$ cat src/rtl/scanout_pkg.sv
// Shared VGA 640x480@60 timing constants and coordinate types for the scanout block.
package scanout_pkg;

  localparam int VGA_H_ACTIVE = 640;
  localparam int VGA_H_FP     = 16;
  localparam int VGA_H_SYNC   = 96;
  localparam int VGA_H_BP     = 48;
  localparam int VGA_V_ACTIVE = 480;
  localparam int VGA_V_FP     = 10;
  localparam int VGA_V_SYNC   = 2;
  localparam int VGA_V_BP     = 33;

  localparam int VGA_H_TOTAL = VGA_H_ACTIVE + VGA_H_FP + VGA_H_SYNC + VGA_H_BP;
  localparam int VGA_V_TOTAL = VGA_V_ACTIVE + VGA_V_FP + VGA_V_SYNC + VGA_V_BP;

  typedef logic [$clog2(VGA_H_TOTAL)-1:0] hcoord_t;
  typedef logic [$clog2(VGA_V_TOTAL)-1:0] vcoord_t;

endpackage

$ cat src/rtl/vga_timing.sv
// Pixel divider plus x/y raster counters; sync and blank decoded from the current position.
module vga_timing
  import scanout_pkg::*;
#(
  parameter int H_ACTIVE = VGA_H_ACTIVE,
  parameter int H_FP     = VGA_H_FP,
  parameter int H_SYNC   = VGA_H_SYNC,
  parameter int H_BP     = VGA_H_BP,
  parameter int V_ACTIVE = VGA_V_ACTIVE,
  parameter int V_FP     = VGA_V_FP,
  parameter int V_SYNC   = VGA_V_SYNC,
  parameter int V_BP     = VGA_V_BP,
  parameter int CLK_DIV  = 2,
  localparam int H_TOTAL = H_ACTIVE + H_FP + H_SYNC + H_BP,
  localparam int V_TOTAL = V_ACTIVE + V_FP + V_SYNC + V_BP,
  localparam int XW      = $clog2(H_TOTAL),
  localparam int YW      = $clog2(V_TOTAL)
) (
  input  logic          clk,
  input  logic          rst,
  output logic          pix_en,
  output logic [XW-1:0] x,
  output logic [YW-1:0] y,
  output logic          x_last,
  output logic          y_last,
  output logic          hsync_n,
  output logic          vsync_n,
  output logic          blank
);

  localparam int DW = $clog2(CLK_DIV);

  logic [DW-1:0] div;

  assign pix_en = (div == DW'(CLK_DIV - 1));
  assign x_last = (x == XW'(H_TOTAL - 1));
  assign y_last = (y == YW'(V_TOTAL - 1));

  always_ff @(posedge clk or posedge rst) begin
    if (rst) begin
      div <= '0;
      x   <= '0;
      y   <= '0;
    end else begin
      div <= pix_en ? '0 : div + 1'b1;
      if (pix_en) begin
        if (x_last) begin
          x <= '0;
          y <= y_last ? '0 : y + 1'b1;
        end else begin
          x <= x + 1'b1;
        end
      end
    end
  end

  assign hsync_n = !((x >= XW'(H_ACTIVE + H_FP)) && (x < XW'(H_ACTIVE + H_FP + H_SYNC)));
  assign vsync_n = !((y >= YW'(V_ACTIVE + V_FP)) && (y < YW'(V_ACTIVE + V_FP + V_SYNC)));
  assign blank   = (x >= XW'(H_ACTIVE)) || (y >= YW'(V_ACTIVE));

endmodule

$ cat src/rtl/framebuffer_scanout.sv
// Raster scanout from the framebuffer SRAM with integer pixel scaling and 1-pixel output alignment.
// Build option SCANOUT_DOUBLE_BUFFER_EN adds a second page selected by buffer_sel at vblank.
module framebuffer_scanout
  import scanout_pkg::*;
#(
  parameter int H_ACTIVE = VGA_H_ACTIVE,
  parameter int H_FP     = VGA_H_FP,
  parameter int H_SYNC   = VGA_H_SYNC,
  parameter int H_BP     = VGA_H_BP,
  parameter int V_ACTIVE = VGA_V_ACTIVE,
  parameter int V_FP     = VGA_V_FP,
  parameter int V_SYNC   = VGA_V_SYNC,
  parameter int V_BP     = VGA_V_BP,
  parameter int CLK_DIV  = 2,
  parameter int FB_SHIFT = 2,
  parameter int D_WIDTH  = 8,
  parameter int A_WIDTH  = 15
) (
  input  logic               clk,
  input  logic               rst_async,
  output logic [A_WIDTH-1:0] read_addr,
  input  logic [D_WIDTH-1:0] read_data,
  output logic [D_WIDTH-1:0] rgb,
  output logic               hsync_n,
  output logic               vsync_n,
  output logic               blank,
  output logic               frame_start,
  input  logic               buffer_sel
);

  localparam int H_TOTAL = H_ACTIVE + H_FP + H_SYNC + H_BP;
  localparam int V_TOTAL = V_ACTIVE + V_FP + V_SYNC + V_BP;
  localparam int XW      = $clog2(H_TOTAL);
  localparam int YW      = $clog2(V_TOTAL);
  localparam int FB_W    = H_ACTIVE >> FB_SHIFT;
  localparam int STEP    = 1 << FB_SHIFT;

  logic          pix_en;
  logic [XW-1:0] x;
  logic [YW-1:0] y;
  logic          x_last;
  logic          y_last;
  logic          raw_hsync_n;
  logic          raw_vsync_n;
  logic          raw_blank;

  vga_timing #(
    .H_ACTIVE(H_ACTIVE), .H_FP(H_FP), .H_SYNC(H_SYNC), .H_BP(H_BP),
    .V_ACTIVE(V_ACTIVE), .V_FP(V_FP), .V_SYNC(V_SYNC), .V_BP(V_BP),
    .CLK_DIV(CLK_DIV)
  ) u_timing (
    .clk     (clk),
    .rst     (rst_async),
    .pix_en  (pix_en),
    .x       (x),
    .y       (y),
    .x_last  (x_last),
    .y_last  (y_last),
    .hsync_n (raw_hsync_n),
    .vsync_n (raw_vsync_n),
    .blank   (raw_blank)
  );

  logic [A_WIDTH-1:0] col;
  logic [A_WIDTH-1:0] col_nxt;
  logic [A_WIDTH-1:0] row_base;
  logic [A_WIDTH-1:0] row_base_nxt;
  logic [A_WIDTH-1:0] page_off;
  logic               cell_end_x;
  logic               cell_end_y;

  // Address terms are computed for the pixel about to start, so read_addr
  // is already valid on the first clk of that pixel.
  assign cell_end_x = ((x & XW'(STEP - 1)) == XW'(STEP - 1));
  assign cell_end_y = ((y & YW'(STEP - 1)) == YW'(STEP - 1));

  always_comb begin
    col_nxt      = col;
    row_base_nxt = row_base;
    if (x_last) begin
      col_nxt = '0;
      if (y_last)
        row_base_nxt = '0;
      else if ((y < YW'(V_ACTIVE - 1)) && cell_end_y)
        row_base_nxt = row_base + A_WIDTH'(FB_W);
    end else if ((y < YW'(V_ACTIVE)) && (x < XW'(H_ACTIVE - 1)) && cell_end_x) begin
      col_nxt = col + 1'b1;
    end
  end

`ifdef SCANOUT_DOUBLE_BUFFER_EN
  localparam int FB_WORDS = FB_W * (V_ACTIVE >> FB_SHIFT);

  logic page_q;

  // Page changes only at the start of vblank, never mid-picture.
  always_ff @(posedge clk or posedge rst_async) begin
    if (rst_async)
      page_q <= 1'b0;
    else if (frame_start)
      page_q <= buffer_sel;
  end

  assign page_off = page_q ? A_WIDTH'(FB_WORDS) : '0;
`else
  logic unused_buffer_sel;

  assign unused_buffer_sel = buffer_sel;
  assign page_off          = '0;
`endif

  always_ff @(posedge clk or posedge rst_async) begin
    if (rst_async) begin
      col         <= '0;
      row_base    <= '0;
      read_addr   <= '0;
      rgb         <= '0;
      hsync_n     <= 1'b1;
      vsync_n     <= 1'b1;
      blank       <= 1'b1;
      frame_start <= 1'b0;
    end else begin
      frame_start <= pix_en && x_last && (y == YW'(V_ACTIVE - 1));
      if (pix_en) begin
        col       <= col_nxt;
        row_base  <= row_base_nxt;
        read_addr <= row_base_nxt + col_nxt + page_off;
        // read_data now holds the word for the pixel that is ending here.
        rgb       <= raw_blank ? '0 : read_data;
        hsync_n   <= raw_hsync_n;
        vsync_n   <= raw_vsync_n;
        blank     <= raw_blank;
      end
    end
  end

endmodule

$ cat config.mk
export PLATFORM = sky130hd
export DESIGN_NAME = framebuffer_scanout
export DESIGN_NICKNAME = d
export VERILOG_FILES = /design/src/rtl/scanout_pkg.sv /design/src/rtl/vga_timing.sv /design/src/rtl/framebuffer_scanout.sv
export SDC_FILE = /design/constraint.sdc
export NUM_CORES = 1
export LEC_CHECK = 0
export ABC_AREA = 1
export BUFFER_PORTS_ARGS = -buffer_cell sky130_fd_sc_hd__buf_4
export CAP_MARGIN = 20
export CELL_PAD_IN_SITES_DETAIL_PLACEMENT = 1
export CELL_PAD_IN_SITES_GLOBAL_PLACEMENT = 2
export CORE_AREA = 2 2 120 133
export CTS_BUF_LIST = sky130_fd_sc_hd__clkbuf_4 sky130_fd_sc_hd__clkbuf_8
export DETAILED_ROUTE_END_ITERATION = 8
export DIE_AREA = 0 0 122 135
export GPL_TIMING_DRIVEN = 0
export PLACE_DENSITY = 0.75
export SYNTH_ARGS = -nofsm -noshare
export SYNTH_HDL_FRONTEND = slang
export SYNTH_SLANG_ARGS = --single-unit
$ cat constraint.sdc
create_clock -name clk -period 3.1 [get_ports clk]
set_input_delay 0.155 -clock clk [delete_from_list [all_inputs] [get_ports clk]]
set_output_delay 0.155 -clock clk [all_outputs]
set_load 0.05 [all_outputs]
==> flow_summary.json, run 1 <==
{
  "finalClockSkew_ns": 0.0135,
  "grt-ovfl-total": 0,
  "drt_iter0_markers": 214,
  "power_frac_comb_pct": 4.1,
  "setup_viol": 0,
  "required_ns": 3.36,
  "grt_pass1_wl_mm": 26.7,
  "nNetsFinal": 799,
  "placed_cell_area_sq_um": 5440,
  "seq_area_frac_synth_pct": 40.0,
  "layout-drive-gt1-share_pct": 34.5,
  "path_max_fanout": 4,
  "cp-start-kind": "flip-flop",
  "tritoncts": "yes",
  "synth-seq-cells": 78,
  "syn_to_final_growth_pct": 42.6,
  "crit_arrival_ns": 3.31,
  "synth_edf_count": 0,
  "cap_viol_max_count": 0,
  "synth_warnings": 0,
  "grt_pass1_vias": 4971,
  "htreeDepth": 3,
  "cts_buffer_depth": 2,
  "drc": 0,
  "peakVddDrop_mv": 0.212,
  "synth_top_cell_by_area": "dfrtp_1",
  "async_flop_share_pct": 100,
  "num_vias": 4848,
  "core_area_sq_um": 15000,
  "grt_max_degree": 47,
  "fp.dieH_um": 135,
  "clk-insertion-delay-late_ns": 0.39,
  "tightestPinTransition_ns": 0.823,
  "dp_hpwl_mm": 11.5,
  "yosys-top-cells-count": "156 x nand2_1, 91 x inv_1, 75 x dfrtp_1",
  "dominantRegCellSynth": "dfrtp_1",
  "slew_headroom_pct": 45.2,
  "avgSynthCellArea_sq_um": 7.55,
  "cts_sinks": 78,
  "cts-root-buf": "clkbuf_8",
  "hold_violations": 0,
  "fin_area_sq_um": 6980,
  "switching_share_pct": 26.1,
  "synth.top_cell.area_share_pct": 38.3,
  "wire_per_inst_um": 18.2,
  "viasPerCell": 5.01,
  "p_switching_uw": 503,
  "max_freq_ghz": 0.328,
  "drtPass1Iterations": 4,
  "clock_power_share_pct": 42.7,
  "yosysMostFrequentCell": "nand2_1",
  "dieArea_sq_um": 16500,
  "finalMaxSlewViolations": 0,
  "syn_area_sq_um": 4890,
  "setup_slack_ns": 0.0500,
  "drt-total-wl_mm": 17.6,
  "track_usage_pct": 21.5,
  "routabilityCongestion": 0.828,
  "p_seq_share_pct": 53.2,
  "power.density_nw_per_um2": 276,
  "syn_nets": 680,
  "initial_core_util_pct": 32.6,
  "leakagePower_nw": 3.16,
  "fin_crit_sh_pct": 98.4,
  "clkTransAtPathRegs_ns": 0.09,
  "crit_path_end_kind": "flip-flop",
  "pin_count": 38,
  "rsz0062_at_grt": "yes",
  "antenna_found_initial": 0,
  "status": "complete, no violations",
  "antenna_cells": 0,
  "synth_cells": 648,
  "die_w_um": 122,
  "crit_type": "flip-flop to flip-flop",
  "synth.area.top_cells": "dfrtp_1 38%, nand2_1 12%, inv_1 7.0%",
  "ant_nets": 0,
  "fp-row-count": 47,
  "p_int_mw": 1.42,
  "port_buffers": 36,
  "period_minus_slack_ns": 3.05,
  "cts_buffers": 9,
  "hp-class": "input port to asynchronous set/reset pin",
  "place_ws_ns": -0.735,
  "ys_types": 48
}
==> kinds of logic after synthesis <==
group                      synth area share [%]
buffers and inverters                      8.44
DFF                                        40.0
xor gates and xnor gates                   3.94
adders and majority gates                  5.52
and+or+nand+nor                            29.6
AOI/OAI and AO/OA                          12.6
==> timing repair <==
| item | in CTS | in global routing |
|---|---|---|
| gates resized for setup | 77 | 101 |
| setup buffers | 29 | 32 |
| gates cloned | 1 | 1 |
| setup endpoints to repair | 11 | 10 |
| pin swaps | 32 | 60 |
| hold buffers | 9 | 0 |
| endpoints found under the hold margin | 38 | 0 |
==> cells in the final DEF, fill, tap and decap left out, types with 10 or more instances in the layout <==
master	instances
nand2_1	137
buf_4	93
inv_1	83
dfrtp_1	70
nor2_1	48
o21ai_0	39
nand3_1	21
nand2_2	20
nor2_4	17
xor2_1	15
a21oi_1	13
ha_4	12
nand4_1	11
nor3_1	10
a21oi_2	10
==> sequential cells by signal, indices dropped and copies added, names as in the netlist <==
register / cells
hsync_n: 1
col: 15
rgb: 8
u_timing.y: 10
u_timing.x: 10
u_timing.pix_en: 1
read_addr: 15
row_base: 15
vsync_n: 1
frame_start: 1
blank: 1
==> metal layers <==
metal | vias up | track usage, % | wire, um
met4 | 0 | 7.54 | 512
met2 | 54 | 38.2 | 9120
met3 | 33 | 3.34 | 350
met5 | - | 0 | 0
met1 | 2412 | 26.2 | 7660
li1 | 2349 | - | -
==> cell type report <==
class,instances,area [sq um]
fillers,1818,8020
clock buffers,9,124
inverters,95,369
flip-flops and latches,78,1960
repair buffers,107,855
plain buffers,12,53.8
well taps,196,245
clock inverters,7,73.8
multi-input cells,464,3300
==> worst max-delay path, cell delays in order (launching register included) <==
cell	delay, ns
dfrtp_1	0.44
nand2_2	0.11
nor2_2	0.08
nor2_4	0.16
nand2_2	0.10
nor2_4	0.23
nand3_4	0.12
nor2_4	0.12
xor2_1	0.18
nand2_1	0.12
inv_2	0.11
ha_4	0.23
a21oi_4	0.13
a21boi_4	0.23
o21ai_2	0.10
a21oi_2	0.18
xor2_2	0.20
o21ai_1	0.08
==> per-stage QoR <==
| stage | util (%) | hold WS (ns) | total power, mW | TNS [ns] | std cells |
|---|---|---|---|---|---|
| after floorplan | - | 0.288 | 1.08 | 0 | 648 |
| final | 46.5 | 0.346 | 1.93 | 0 | 968 |
| after global routing | 46.5 | 0.384 | 2.00 | -0.524 | 968 |
| after global placement | 36.1 | 0.373 | 1.11 | -29.77 | 880 |
| after CTS | 41.9 | 0.346 | 1.96 | -0.0481 | 936 |
| after detailed placement | 36.3 | 0.216 | 1.12 | -5.22 | 881 |
==> power by group through the flow <==
stage / sequential, mW / clock [mW] / combinational [mW]
5_1_grt: 1.03 / 0.885 / 0.0844
6_report: 1.03 / 0.823 / 0.0785
4_1_cts: 1.03 / 0.854 / 0.0806
3_3_place_gp: 1.05 / 0 / 0.0647
2_1_floorplan: 1.06 / 0 / 0.0193
3_5_place_dp: 1.05 / 0 / 0.0708
==> worst paths after layout <==
check	from	endpoint	slack, ns	cells past startpoint
max in group asynchronous	rst_async	hsync_n$_DFFE_PP1P_	2.10	4
worst min-delay path	rst_async	u_timing.x[3]$_DFFE_PP0P_	0.35	3
worst max-delay path	u_timing.y[6]$_DFFE_PP0P_	read_addr[9]$_DFFE_PP0P_	0.05	17
min in group clk	row_base[1]$_DFFE_PP0P_	row_base[1]$_DFFE_PP0P_	0.47	2
worst max register to register	u_timing.y[6]$_DFFE_PP0P_	read_addr[9]$_DFFE_PP0P_	0.05	17
worst min register to register	row_base[1]$_DFFE_PP0P_	row_base[1]$_DFFE_PP0P_	0.47	2
(Power assumes the default switching activity.)
==> inputs of run 2 (changes only) <==
--- a/config.mk
+++ b/config.mk
@@ -10,12 +10,12 @@
 export CAP_MARGIN = 20
 export CELL_PAD_IN_SITES_DETAIL_PLACEMENT = 1
 export CELL_PAD_IN_SITES_GLOBAL_PLACEMENT = 2
-export CORE_AREA = 2 2 120 133
+export CORE_AREA = 2 2 125 139
 export CTS_BUF_LIST = sky130_fd_sc_hd__clkbuf_4 sky130_fd_sc_hd__clkbuf_8
 export DETAILED_ROUTE_END_ITERATION = 8
-export DIE_AREA = 0 0 122 135
+export DIE_AREA = 0 0 127 141
 export GPL_TIMING_DRIVEN = 0
-export PLACE_DENSITY = 0.75
+export PLACE_DENSITY = 0.7
 export SYNTH_ARGS = -nofsm -noshare
 export SYNTH_HDL_FRONTEND = slang
 export SYNTH_SLANG_ARGS = --single-unit
==> run 2 against run 1 <==
Net effect: clock power increased by 9.4%; worst setup slack gained 0.0064 ns; utilization decreased by 5.2 points; total power rose by 3.9%; combinational power shrank 1%; sequential power about the same; clock skew is 0.0017 ns lower; design area fell by 1.4%; count of clock-buffer cells in the layout unchanged; hold slack improved by 0.042 ns; register-to-register slack barely moved; die area up 8.7%.
==> flow_summary.json, run 2 (synthesis results as in run 1) <==
{
  "status": "complete, no violations",
  "drtPass1Iterations": 5,
  "reg2reg_depth": 19,
  "most-common-layout-cells": "139 x nand2_1, 86 x buf_4, 85 x inv_1",
  "finalClockSkew_ns": 0.0118,
  "fp-row-count": 50,
  "stdcell_count": 972,
  "cts_buffers": 9,
  "critPathBufInv": 2,
  "power.density_nw_per_um2": 291,
  "num_vias": 4725,
  "slew_headroom_pct": 46.0,
  "timing.rr.start": "u_timing.x[1]$_DFFE_PP0P_",
  "grt_pass1_wl_mm": 26.3,
  "final_common_cell": "nand2_1",
  "port_buffers": 36,
  "leakagePower_nw": 3.11,
  "startpoint": "u_timing.x[1]$_DFFE_PP0P_",
  "htreeDepth": 3,
  "dp_hpwl_mm": 11.6,
  "nNetsFinal": 791,
  "dieArea_sq_um": 17900,
  "initial_core_util_pct": 29.4,
  "die_w_um": 127,
  "cpLargestDelayFamily": "simple AND/OR/NAND/NOR gates",
  "pin_count": 38,
  "cp-endpoint": "read_addr[13]$_DFFE_PP0P_",
  "place_ws_ns": -0.814,
  "period_minus_slack_ns": 3.04,
  "top_regs": "col x15, read_addr x15, row_base x15",
  "rrSetupSlack_ns": 0.06,
  "setup_viol": 0,
  "drt_iter0_markers": 176,
  "drc": 0,
  "routabilityCongestion": 0.821,
  "crit_type": "flip-flop to flip-flop",
  "critPathMaxStageDelay_ns": 0.43,
  "peakVddDrop_mv": 0.137,
  "drt-total-wl_mm": 17.0,
  "crit_arrival_ns": 3.32,
  "syn_to_final_growth_pct": 40.6,
  "wire_per_inst_um": 17.5,
  "grt_max_degree": 41,
  "ant_nets": 0,
  "r2r-end": "read_addr[13]$_DFFE_PP0P_",
  "clk-insertion-delay-late_ns": 0.38,
  "viasPerCell": 4.86,
  "rsz0062_at_grt": "yes",
  "finalSetupTns_ns": 0,
  "dp_cells": 893,
  "whs_ns": 0.388,
  "cts-root-buf": "clkbuf_8",
  "grt_pass1_vias": 4876,
  "cts_sinks": 78,
  "track_usage_pct": 19.1,
  "layout-drive-gt1-share_pct": 33.0,
  "fp.dieH_um": 141,
  "tightestPinTransition_ns": 0.810,
  "fin_crit_sh_pct": 98.2,
  "required_ns": 3.38,
  "cap_viol_max_count": 0,
  "crit_cells": 19,
  "path_cells": "ha_4 -> nand3_4 -> nor2_4 -> nand2_4 -> nand2_4 -> nor2_4 -> nand2_2 -> buf_4 -> a21oi_2 -> ha_1 -> a21oi_4 -> buf_4 -> o21ai_2 -> nand2_2 -> nand3_2 -> a31oi_4 -> or2_4 -> nand3_2 -> nand2_1",
  "setup_slack_ns": 0.0564,
  "hold_violations": 0,
  "antenna_cells": 0,
  "cts_buffer_depth": 2,
  "max_freq_ghz": 0.329,
  "crit_path_end_kind": "flip-flop",
  "hp-class": "input port to asynchronous set/reset pin",
  "finalMaxSlewViolations": 0,
  "antenna_found_initial": 0,
  "core_area_sq_um": 16600,
  "path_max_fanout": 4,
  "tritoncts": "yes",
  "cp-start-kind": "flip-flop",
  "slowest_stage": "dfrtp_1",
  "clkTransAtPathRegs_ns": 0.09,
  "grt-ovfl-total": 0
}
run 2: changes by cell type in the layout (fill, tap and decap cells not counted), moves of 3 or more:
cell	before	now
nor2_2	8	12
nor2_4	17	14
inv_2	9	6
buf_4	93	86
run 2: power breakdown:
part | switching, mW | internal, mW | leakage [nW]
Sequential | 0.00299 | 1.02 | 1.02
Clock | 0.444 | 0.456 | 0.106
Combinational | 0.0488 | 0.0288 | 1.98
Total | 0.495 | 1.51 | 3.11
run 2: timing repair:
action / 4_1_cts / 5_1_grt
resized for setup: 86 / 76
gates cloned: 0 / 1
setup buffers: 32 / 21
hold buffers: 9 / 0
pin swaps: 40 / 46
endpoints found under the hold margin: 44 / 0
endpoints found under the setup margin: 11 / 9
run 2: worst min-delay path by stage:
stage	startpoint	cells after the start	endpoint
finish	rst_async	3	read_addr[14]$_DFFE_PP0P_
global route	rst_async	3	row_base[13]$_DFFE_PP0P_
CTS	rst_async	3	u_timing.x[5]$_DFFE_PP0P_
detailed placement	rst_async	2	col[13]$_DFFE_PP0P_
global placement	read_data[0]	2	rgb[0]$_DFFE_PP0P_
floorplan	read_data[0]	1	rgb[0]$_DFFE_PP0P_
run 2: worst reg2reg max path: stages, from the launching register on:
cell and delay [ns]:
dfrtp_1 0.43, ha_4 0.19, nand3_4 0.12, nor2_4 0.05
nand2_4 0.08, nand2_4 0.05, nor2_4 0.19, nand2_2 0.12
buf_4 0.17, a21oi_2 0.22, ha_1 0.31, a21oi_4 0.09
buf_4 0.14, o21ai_2 0.14, nand2_2 0.09, nand3_2 0.11
a31oi_4 0.08, or2_4 0.26, nand3_2 0.05, nand2_1 0.06
run 2: metrics by stage:
stage	util (%)	cell area, sq um	power [mW]
2_1_floorplan	-	4890	1.08
3_3_place_gp	32.6	5430	1.11
3_5_place_dp	32.8	5460	1.12
4_1_cts	38.3	6370	2.04
5_1_grt	41.3	6880	2.07
6_report	41.3	6880	2.00
run 2: layout make-up:
class,count,area [sq um]
Buffer,12,53.8
Clock buffer,9,124
Clock inverter,7,97.6
Fill cell,1951,9760
Inverter,95,373
Multi-Input combinational cell,463,3210
Sequential cell,78,1960
Tap cell,208,260
Timing Repair Buffer,100,802
run 2: metal layers:
| metal | track usage (%) | part of all wire [%] | vias up |
|---|---|---|---|
| met4 | 6.42 | 2.0 | 0 |
| met1 | 23.9 | 44 | 2327 |
| li1 | - | - | 2322 |
| met5 | 0 | 0 | - |
| met2 | 34.1 | 52 | 55 |
| met3 | 2.24 | 1.6 | 21 |
